### src/rtl/fifo_buffer.sv
// Single-clock first-word-fall-through FIFO. The head word is driven combinationally
// on read_data, and a read consumes it at the next rising edge.
module fifo_buffer #(
  parameter int DATA_WIDTH = 8,
  parameter int DEPTH      = 4,
  localparam int ADDR      = $clog2(DEPTH)
) (
  input  logic                  clk,
  input  logic                  reset_n,
  input  logic                  write_en,
  input  logic [DATA_WIDTH-1:0] write_data,
  input  logic                  read_en,
  output logic [DATA_WIDTH-1:0] read_data,
  output logic                  full,
  output logic                  empty,
  output logic [ADDR:0]         count
);

  // Handshake: a request is taken at the rising edge only when its enable is high
  // and the FIFO can serve it. A write is taken when the FIFO is not full, and a
  // read is taken when it is not empty. A request that cannot be served is dropped
  // and leaves no trace.
  logic [DATA_WIDTH-1:0] r_mem [DEPTH];
  logic [ADDR:0]         r_wr_ptr;
  logic [ADDR:0]         r_rd_ptr;

  logic                  w_full;
  logic                  w_empty;
  logic                  w_wr_accept;
  logic                  w_rd_accept;
  logic [ADDR:0]         w_count;

  // The pointers carry one extra wrap bit. This lets full and empty be told apart
  // when the index bits are equal.
  assign w_count     = r_wr_ptr - r_rd_ptr;
  assign w_empty     = (r_wr_ptr == r_rd_ptr);
  assign w_full      = (r_wr_ptr[ADDR-1:0] == r_rd_ptr[ADDR-1:0]) &&
                       (r_wr_ptr[ADDR] != r_rd_ptr[ADDR]);
  assign w_wr_accept = write_en && !w_full;
  assign w_rd_accept = read_en && !w_empty;

  always_ff @(posedge clk or negedge reset_n) begin
    if (!reset_n) begin
      r_wr_ptr <= '0;
      r_rd_ptr <= '0;
    end else begin
      if (w_wr_accept) r_wr_ptr <= r_wr_ptr + 1'b1;
      if (w_rd_accept) r_rd_ptr <= r_rd_ptr + 1'b1;
    end
  end

  // Storage is deliberately not reset. Stale words are never visible because the
  // pointers gate what can be read.
  always_ff @(posedge clk) begin
    if (w_wr_accept) r_mem[r_wr_ptr[ADDR-1:0]] <= write_data;
  end

  assign read_data = w_empty ? '0 : r_mem[r_rd_ptr[ADDR-1:0]];
  assign full      = w_full;
  assign empty     = w_empty;
  assign count     = w_count;

endmodule

### config.mk
export PLATFORM = sky130hd
export DESIGN_NAME = fifo_buffer
export DESIGN_NICKNAME = d
export VERILOG_FILES = /design/src/rtl/fifo_buffer.sv
export SDC_FILE = /design/constraint.sdc
export NUM_CORES = 1
export LEC_CHECK = 0
export ABC_AREA = 0
export CORE_UTILIZATION = 47
export CTS_CLUSTER_DIAMETER = 100
export CTS_CLUSTER_SIZE = 8
export DETAILED_ROUTE_END_ITERATION = 12
export PLACE_DENSITY = 0.75
export SETUP_SLACK_MARGIN = 0.5
export SYNTH_ARGS = -nofsm -noshare
export SYNTH_HDL_FRONTEND = slang
export SYNTH_SLANG_ARGS = --single-unit
### constraint.sdc
create_clock -name clk -period 1.87 [get_ports clk]
set_input_delay 0.374 -clock clk [delete_from_list [all_inputs] [get_ports clk]]
set_output_delay 0.374 -clock clk [all_outputs]
set_load 0.005 [all_outputs]
---- Word-level counts from Yosys, hierarchy flattened ----
Memory sizes are Yosys's and may differ from the RTL's.
Cells that the tools add are included.
storage, ports and cells
  flip-flop bits (word level) ............. 6
  latch bits .............................. 0
  memory bits (writable) .................. 32
  bits in read-only memories .............. 0
  bits of input ports ..................... 12
  output and inout port bits .............. 13
  word-level logic and storage cells ...... 17
  memories kept ........................... 1
memories
  name   words  width  rd ports  clocked after memory_dff  write ports  line  source
  r_mem  4      8      1         0                         1            23    logic [DATA_WIDTH-1:0] r_mem [DEPTH];
operators by class
  add/subtract/negate cells ............... 3
  multipliers ............................. 0
  divide/modulo/power cells ............... 0
  $lt $le $gt $ge ......................... 0
  equal/unequal tests ..................... 3
  shift operators ......................... 0
  mux-type cells .......................... 3
  bitwise logic cells ..................... 0
  reduce and logical (&&, ||, !) cells .... 5
operators by type and width
  operator               count
  $mux W8                1
  $add A3 B1 Y3 const B  2
  $eq A3 B3 Y1           1
  $logic_and A1 B1 Y1    3
  $sub A3 B3 Y3          1
  $eq A2 B2 Y1           1
  $logic_not A1 Y1       2
  $mux W1                2
  $ne A1 B1 Y1           1

---- Logic depth before layout (Yosys ltp) ----
Gate-level depths: netlist (run 1).
  word-level depth ........................ 6
  mapped depth ............................ 6
  gate-level depth less buffers ........... 5

---- Least setup slack after synthesis (run 1) ----
OpenSTA, ideal clock, no wires.
  path kind ............................... flip-flop to output port
  from .................................... register r_rd_ptr[1]
  to ...................................... output port read_data[0]
  arrival ................................. 1,748 ps
  required time ........................... 1,496 ps
  setup slack ............................. -252 ps
  cell stages (with the launch flop) ...... 7
  path buffers ............................ 1
  cell sequence ........................... dfrtp_1 > clkbuf_1 > inv_1 > ha_1 > nand2_1 > nor2_1 > and2b_1
on the way
  word-level cells in the longest chain between the ends .. 2
  elaborated cells on any way between the ends .. 3
  those cells by class .................... eq/ne: 1; mux: 1; memory: 1
RTL lines
  item                    line  source
  from (decl)             25    logic [ADDR:0] r_rd_ptr;
  from (signal assigned)  48    if (w_rd_accept) r_rd_ptr <= r_rd_ptr + 1'b1;
  $eq A3 B3 Y1            36    assign w_empty = (r_wr_ptr == r_rd_ptr);
  named net empty         15    output logic empty,
  $mux W8                 58    assign read_data = w_empty ? '0 : r_mem[r_rd_ptr[ADDR-1:0]];
  to (decl)               13    output logic [DATA_WIDTH-1:0] read_data,
The timed path passes the listed nets, and every way through them passes these cells.

---- Worst setup path after layout (run 1) ----
  from .................................... register r_wr_ptr[1]
  to ...................................... output port read_data[4]
on the way
  word-level cells in the longest chain between the ends .. 2
RTL lines
  item                    line  source
  from (decl)             24    logic [ADDR:0] r_wr_ptr;
  from (signal assigned)  47    if (w_wr_accept) r_wr_ptr <= r_wr_ptr + 1'b1;
  $eq A3 B3 Y1            36
  $mux W8                 58
No other way between the ends.

==> reports/summary.md, run 1 <==
• worst stage delay on the critical path: 450 ps
• top library cells by usage in the layout, fill and taps aside: 32 x sky130_fd_sc_hd__edfxtp_1, 20 x sky130_fd_sc_hd__buf_4, 19 x sky130_fd_sc_hd__buf_6
• number of library cell types mapped by synthesis: 23
• CTS Root Buffer Type: sky130_fd_sc_hd__clkbuf_4
• hold buffers post-CTS: 0
• number of port buffers: 24
• highest clock frequency the design can meet: 450 MHz
• GRT Total Usage: 21.4%
• most common cell after layout, fill and taps aside: sky130_fd_sc_hd__edfxtp_1
• Post-Synthesis Cell Area: 1660 sq um
• share of cells above drive strength 1: 57.4%
• max-slew violation count: 0
• number of sinks driven by the clock tree: 38
• std cell rows: 21
• final weighted congestion of routability-driven global placement: 0.742
• number of register bits inferred by synthesis: 38
• number of failing hold endpoints at the final stage: 0
• endpoints failing setup: 45
• RSZ-0062 raised after global routing: true
• Setup Crit Path Kind: reg2out
• average size of a mapped cell: 17.7 sq um
• worst path setup slack after routing: -350 ps
• half-perimeter wire length of the detailed placement result: 2.21 mm
• Seq/Total Area, Yosys: 66.8%
• die area: 3780 sq um
• biggest area contributors in the synthesized netlist: sky130_fd_sc_hd__edfxtp_1 58%, sky130_fd_sc_hd__mux4_2 11%, sky130_fd_sc_hd__dfrtp_1 9.0%, sky130_fd_sc_hd__ha_1 5.3%, sky130_fd_sc_hd__and2b_1 2.3%
• max-capacitance violation count: 0
• count of TritonRoute iterations in the first routing pass: 4
• Boundary Pins: 25
• global-route wire length before repair: 5.22 mm
• total number of yosys warnings: 0
• Slew HR: 75.4%
• number of buffers added by the clock tree synthesis step: 5
• initial standard-cell utilization of the core: 49.4%
• reg-to-reg startpoint: r_rd_ptr[0]
• failing checks: setup timing
• CP Capture Type: output pin
• Critical Path, Cell by Cell: ha_4, nand2_4, nor2_4, buf_6, and2b_1, buf_2
• Tightest Pin Transition: 366 ps
• level count of the clock H-tree: 2
• synthesized net count: 114
• core region area: 3360 sq um
• post-route minimum period: 2220 ps
• Worst R2R Setup Slack: -40 ps
• clock latency of the later-clocked register in the worst-skew pair: 350 ps
• ant diodes: 0
• Finished Core Util: 73.4%
• power per unit of standard cell area: 2000 nW/um^2
• gr ovfl total: 0
• Worst VDD drop: 1.09 mV
• slowest library cell on the worst path: sky130_fd_sc_hd__dfrtp_1
• summed negative setup slack over all endpoints: -4510 ps
• clock input transition at the sequential cells of the worst setup and hold paths: 120 ps
• setup skew after layout: 13.2 ps
• die outline height: 61.5 um
• largest net degree at the start of global routing: 13
• worst-path fanout max: 6
• Die Span X: 61.5 um
• result of the run: finished, violations left
• number of DRC violations after detailed routing: 0
• worst endpoint data arrival time: 1850 ps
• path type of the worst min-delay path: in2async
• post-placement worst setup slack: -235 ps
• layout-stage area growth over the synthesis result: 48.5%
• TritonCTS clock tree: done
• fin nets: 181
• Worst Reg2Reg Path Length in Cells: 8
• wire length per cell after detailed routing: 17.0 um
• via total after detailed routing: 1053
• number of standard cells after synthesis: 94
• post-route antenna net violation count: 0
• Detailed Route Iter0 Violations: 18
• antenna violations before repair: 0
• total wire length: 3.53 mm
• worst hold slack: 261 ps
• number of placed cells counting well taps: 178
• type of element launching the critical path: flop
• maximum count of clock buffers along a single path: 2
• vias in the first global route: 1055
• Yosys top cell area share: 57.8%
• share of the cycle needed by the critical path after routing: 119%
• Critical Path RT: 1500 ps
• fill cell instance count of the final layout: 238
• final non-filler cell total: 208
• leakage power: 0.989 nW
• r2r endpoint: r_mem[0][7]
• Synth area leader: sky130_fd_sc_hd__edfxtp_1
• via density per instance: 5.06
-- critical path, delay by kind of cell, from the launching register on --
family | cells | cell delay (ps)
AND/OR/NAND/NOR | 3 | 460
flip-flops | 1 | 450
adder cells (fa/ha/maj) | 1 | 310
buffers and inverters | 2 | 270
-- kinds of logic (layout without fill, tap and decap cells) --
kind of cell,count (synthesis),after routing,synth area share (%)
and+or+nand+nor,21,21,7.52
DFF,38,38,66.8
xor gates and xnor gates,5,5,2.63
buffers and inverters,8,76,1.88
adders and majority gates,8,8,6.47
AOI/OAI and AO/OA,4,4,2.26
muxes,10,10,12.4
-- synthesized netlist by cell type, drive strengths merged --
cell / instances
dfrtp: 6
edfxtp: 32
buf: 1
o21ai: 2
fa: 1
a211o: 1
and2b: 5
mux4: 8
clkbuf: 1
inv: 6
nand3: 1
nor3: 1
mux2: 2
nand2: 3
nor3b: 2
xnor2: 4
nor2b: 3
ha: 7
nor2: 2
a221o: 1
and3: 4
xor2: 1
-- flip-flops by register name, summed over array words and instances (netlist names) --
name / cells
r_wr_ptr: 3
r_rd_ptr: 3
r_mem: 32
-- how the worst max path moves through the flow --
stage	start	to	slack, ps	depth (start not counted)
finish	r_wr_ptr[1]	read_data[4]	-350	6
global route	r_wr_ptr[1]	read_data[4]	-420	6
CTS	r_rd_ptr[0]	read_data[4]	-310	5
detailed placement	r_rd_ptr[0]	read_data[0]	-240	4
global placement	r_rd_ptr[0]	read_data[4]	-170	4
floorplan	r_rd_ptr[1]	read_data[0]	200	6
-- layout make-up --
type / instances / area, sq um / area share [%]
clock buffer: 5 / 37.5 / 1.52
clock inverter: 3 / 16.3 / 0.659
inverter: 6 / 25.0 / 1.01
multi-input combinational: 48 / 662 / 26.8
sequential: 38 / 1110 / 45.0
tap: 46 / 57.6 / 2.33
timing repair buffer: 62 / 559 / 22.6
-- per-stage QoR --
step | power (W) | cell area [sq um]
after floorplan | 0.00252 | 1750
after global placement | 0.00362 | 2160
after detailed placement | 0.00373 | 2160
after CTS | 0.00457 | 2380
after global routing | 0.00525 | 2470
final | 0.00493 | 2470
-- power by group --
group | leakage, nW | internal [W] | switching [W]
Combinational | 0.597 | 0.00196 | 0.00129
Sequential | 0.363 | 0.00116 | 0.000105
Clock | 0.0286 | 0.000140 | 0.000280
-- routing by layer --
| metal | GRT usage [%] | share of wire (%) | vias up |
|---|---|---|---|
| li1 | - | - | 495 |
| met1 | 25.2 | 41 | 529 |
| met2 | 37.2 | 54 | 24 |
| met3 | 6.30 | 3.5 | 5 |
| met4 | 7.62 | 1.2 | 0 |
| met5 | 0 | 0 | - |
-- timing repair --
action | 4_1_cts | 5_1_grt
gates cloned | 0 | 0
setup endpoints to repair | 50 | 51
pin swaps | 5 | 8
buffers inserted | 16 | 6
resized for setup | 74 | 11
Note: power is estimated with default switching activity, not from simulation.
==> run 2: changes to the inputs <==
--- a/config.mk
+++ b/config.mk
@@ -11,4 +11,5 @@
 export CTS_CLUSTER_SIZE = 8
 export DETAILED_ROUTE_END_ITERATION = 12
+export GPL_ROUTABILITY_DRIVEN = 1
 export PLACE_DENSITY = 0.75
 export SETUP_SLACK_MARGIN = 0.5
==> constraint.sdc (replaced) <==
create_clock -name clk -period 1.87 [get_ports clk]
set_input_delay 0.2805 -clock clk [delete_from_list [all_inputs] [get_ports clk]]
set_output_delay 0.2805 -clock clk [all_outputs]
set_load 0.005 [all_outputs]
==> reports/summary.md, run 2 (synthesized netlist as in run 1, its figures left out) <==
• result of the run: finished, violations left
• failing checks: setup timing
• level count of the clock H-tree: 2, unchanged
• antenna violations before repair: 0, unchanged
• clock input transition at the sequential cells of the worst setup and hold paths: 110 ps, about the same
• initial standard-cell utilization of the core: 49.4%, unchanged
• ant diodes: 0, unchanged
• post-placement worst setup slack: -150 ps, +84.9 ps
• summed negative setup slack over all endpoints: -1590 ps, +2910 ps
• fin nets: 174, -3.9%
• sum of routed wire segments on met1: 1.46 mm, +0.48%
• number of port buffers: 24, unchanged
• Critical Path RT: 1590 ps, +90 ps
• endpoints failing setup: 10, -78%
• number of buffers added by the clock tree synthesis step: 5, unchanged
• wire length per cell after detailed routing: 17.1 um, +0.72%
• CP Capture Type: output pin
• Die Span X: 61.5 um, unchanged
• uppermost routed layer: met4
• path type of the worst min-delay path: in2async
• Tightest Pin Transition: 376 ps, +9.54 ps
• Setup Crit Path Kind: reg2out
• max FFs per register: 32, unchanged
• worst-path fanout max: 4, -2
• CTS Root Buffer Type: sky130_fd_sc_hd__clkbuf_4
• count of TritonRoute iterations in the first routing pass: 4, unchanged
• half-perimeter wire length of the detailed placement result: 2.19 mm, -1.1%
• via total after detailed routing: 1008, -4.3%
• worst endpoint data arrival time: 1780 ps, -70 ps
• final weighted congestion of routability-driven global placement: 0.736, -0.85%
• clock latency of the later-clocked register in the worst-skew pair: 350 ps, about the same
• total wire length: 3.43 mm, -2.7%
• leakage power: 0.994 nW, +0.42%
• Slew HR: 74.8%, -0.64 points
• die outline height: 61.5 um, unchanged
• std cell rows: 21, unchanged
• max-capacitance violation count: 0, unchanged
• setup skew after layout: 9.76 ps, -3.45 ps
• type of element launching the critical path: flop
• top library cells by usage in the layout, fill and taps aside: 32 x sky130_fd_sc_hd__edfxtp_1, 19 x sky130_fd_sc_hd__buf_6, 13 x sky130_fd_sc_hd__buf_4
• power per unit of standard cell area: 2080 nW/um^2, +4.3%
• hold buffers post-CTS: 0, unchanged
• worst path setup slack after routing: -189 ps, +161 ps
• Detailed Route Iter0 Violations: 49, +31
• total design power: 0.00522 W, +5.8%
• global-route wire length before repair: 5.14 mm, -1.5%
• share of the cycle needed by the critical path after routing: 110%, -8.6 points
• worst hold slack: 190 ps, -70.7 ps
• die area: 3780 sq um, unchanged
• core region area: 3360 sq um, unchanged
• post-route antenna net violation count: 0, unchanged
• highest clock frequency the design can meet: 486 MHz, +7.8%
• GRT Total Usage: 20.4%, -1.0 points
• RSZ-0062 raised after global routing: true
• Boundary Pins: 25, unchanged
• number of failing hold endpoints at the final stage: 0, unchanged
• gr ovfl total: 0, unchanged
• vias in the first global route: 1052, -0.28%
• post-route minimum period: 2060 ps, -161 ps
• share of cells above drive strength 1: 58.7%, +1.3 points
• layout-stage area growth over the synthesis result: 50.7%
• via density per instance: 5.01, -0.94%
• number of sinks driven by the clock tree: 38, unchanged
• max-slew violation count: 0, unchanged
• number of DRC violations after detailed routing: 0, unchanged
• Worst VDD drop: 1.15 mV, +5.3%
• met3 WL post-DR: 149 um, +22%
• largest net degree at the start of global routing: 14, +1
• routed length on met2: 1.78 mm, -7.0%
• TritonCTS clock tree: done
• most common cell after layout, fill and taps aside: sky130_fd_sc_hd__edfxtp_1
• maximum count of clock buffers along a single path: 2, unchanged
[run 2: cell count changes in the layout (fill, tap and decap cells not counted), sizes merged]
| cell | before | now |
|---|---|---|
| bufinv | 0 | 2 |
| buf | 51 | 44 |
| clkinvlp | 1 | 0 |
| clkinv | 2 | 1 |
[run 2: through the flow]
stage                     instance area [sq um]  utilization [%]  cells
after CTS                                  2420             71.9    199
after detailed placement                   2150             63.9    177
final                                      2510             74.5    201
after global routing                       2510             74.5    201
after floorplan                            1750                -     94
after global placement                     2150             63.9    177
[run 2: worst max-delay path, cell delays in order, from the launching register on]
cell and delay (ps):
sky130_fd_sc_hd__dfrtp_2 440, sky130_fd_sc_hd__buf_12 130, sky130_fd_sc_hd__buf_8 100, sky130_fd_sc_hd__mux4_2 510, sky130_fd_sc_hd__nor2b_4 140, sky130_fd_sc_hd__buf_2 110
[run 2: final timing paths]
path | from | to | slack [ps] | cells after the start
hold reg to reg | r_wr_ptr[0] | r_wr_ptr[0] | 600 | 2
setup reg to reg | r_rd_ptr[0] | r_mem[0][0] | 10 | 8
max in group asynchronous | reset_n | r_rd_ptr[1] | 1410 | 1
min in group clk | write_data[5] | r_mem[0][5] | 560 | 1
setup / recovery | r_rd_ptr[0] | read_data[3] | -190 | 5
hold / removal | reset_n | r_wr_ptr[0] | 190 | 1
[run 2: timing repair]
item / in CTS / in global routing
pin swaps: 2 / 4
gates resized for setup: 76 / 20
endpoints found under the setup margin: 51 / 51
buffers inserted: 14 / 2
[run 2: power breakdown]
| group | internal (W) | switching, W |
|---|---|---|
| Sequential | 0.00117 | 0.000108 |
| Clock | 0.000418 | 0.000281 |
| Combinational | 0.00195 | 0.00129 |
[run 2: area by class of cell]
class | instances | area, sq um
well taps | 46 | 57.6
flip-flops and latches | 38 | 1110
fillers | 228 | 857
repair buffers | 55 | 527
multi-input cells | 48 | 676
clock inverters | 3 | 68.8
clock buffers | 5 | 37.5
inverters | 6 | 25.0
[run 2: metal layers]
| metal | vias to the layer above | global-route usage [%] |
|---|---|---|
| li1 | 473 | - |
| met1 | 509 | 24.7 |
| met2 | 21 | 35.0 |
| met3 | 5 | 6.51 |
| met4 | 0 | 5.71 |
| met5 | - | 0 |
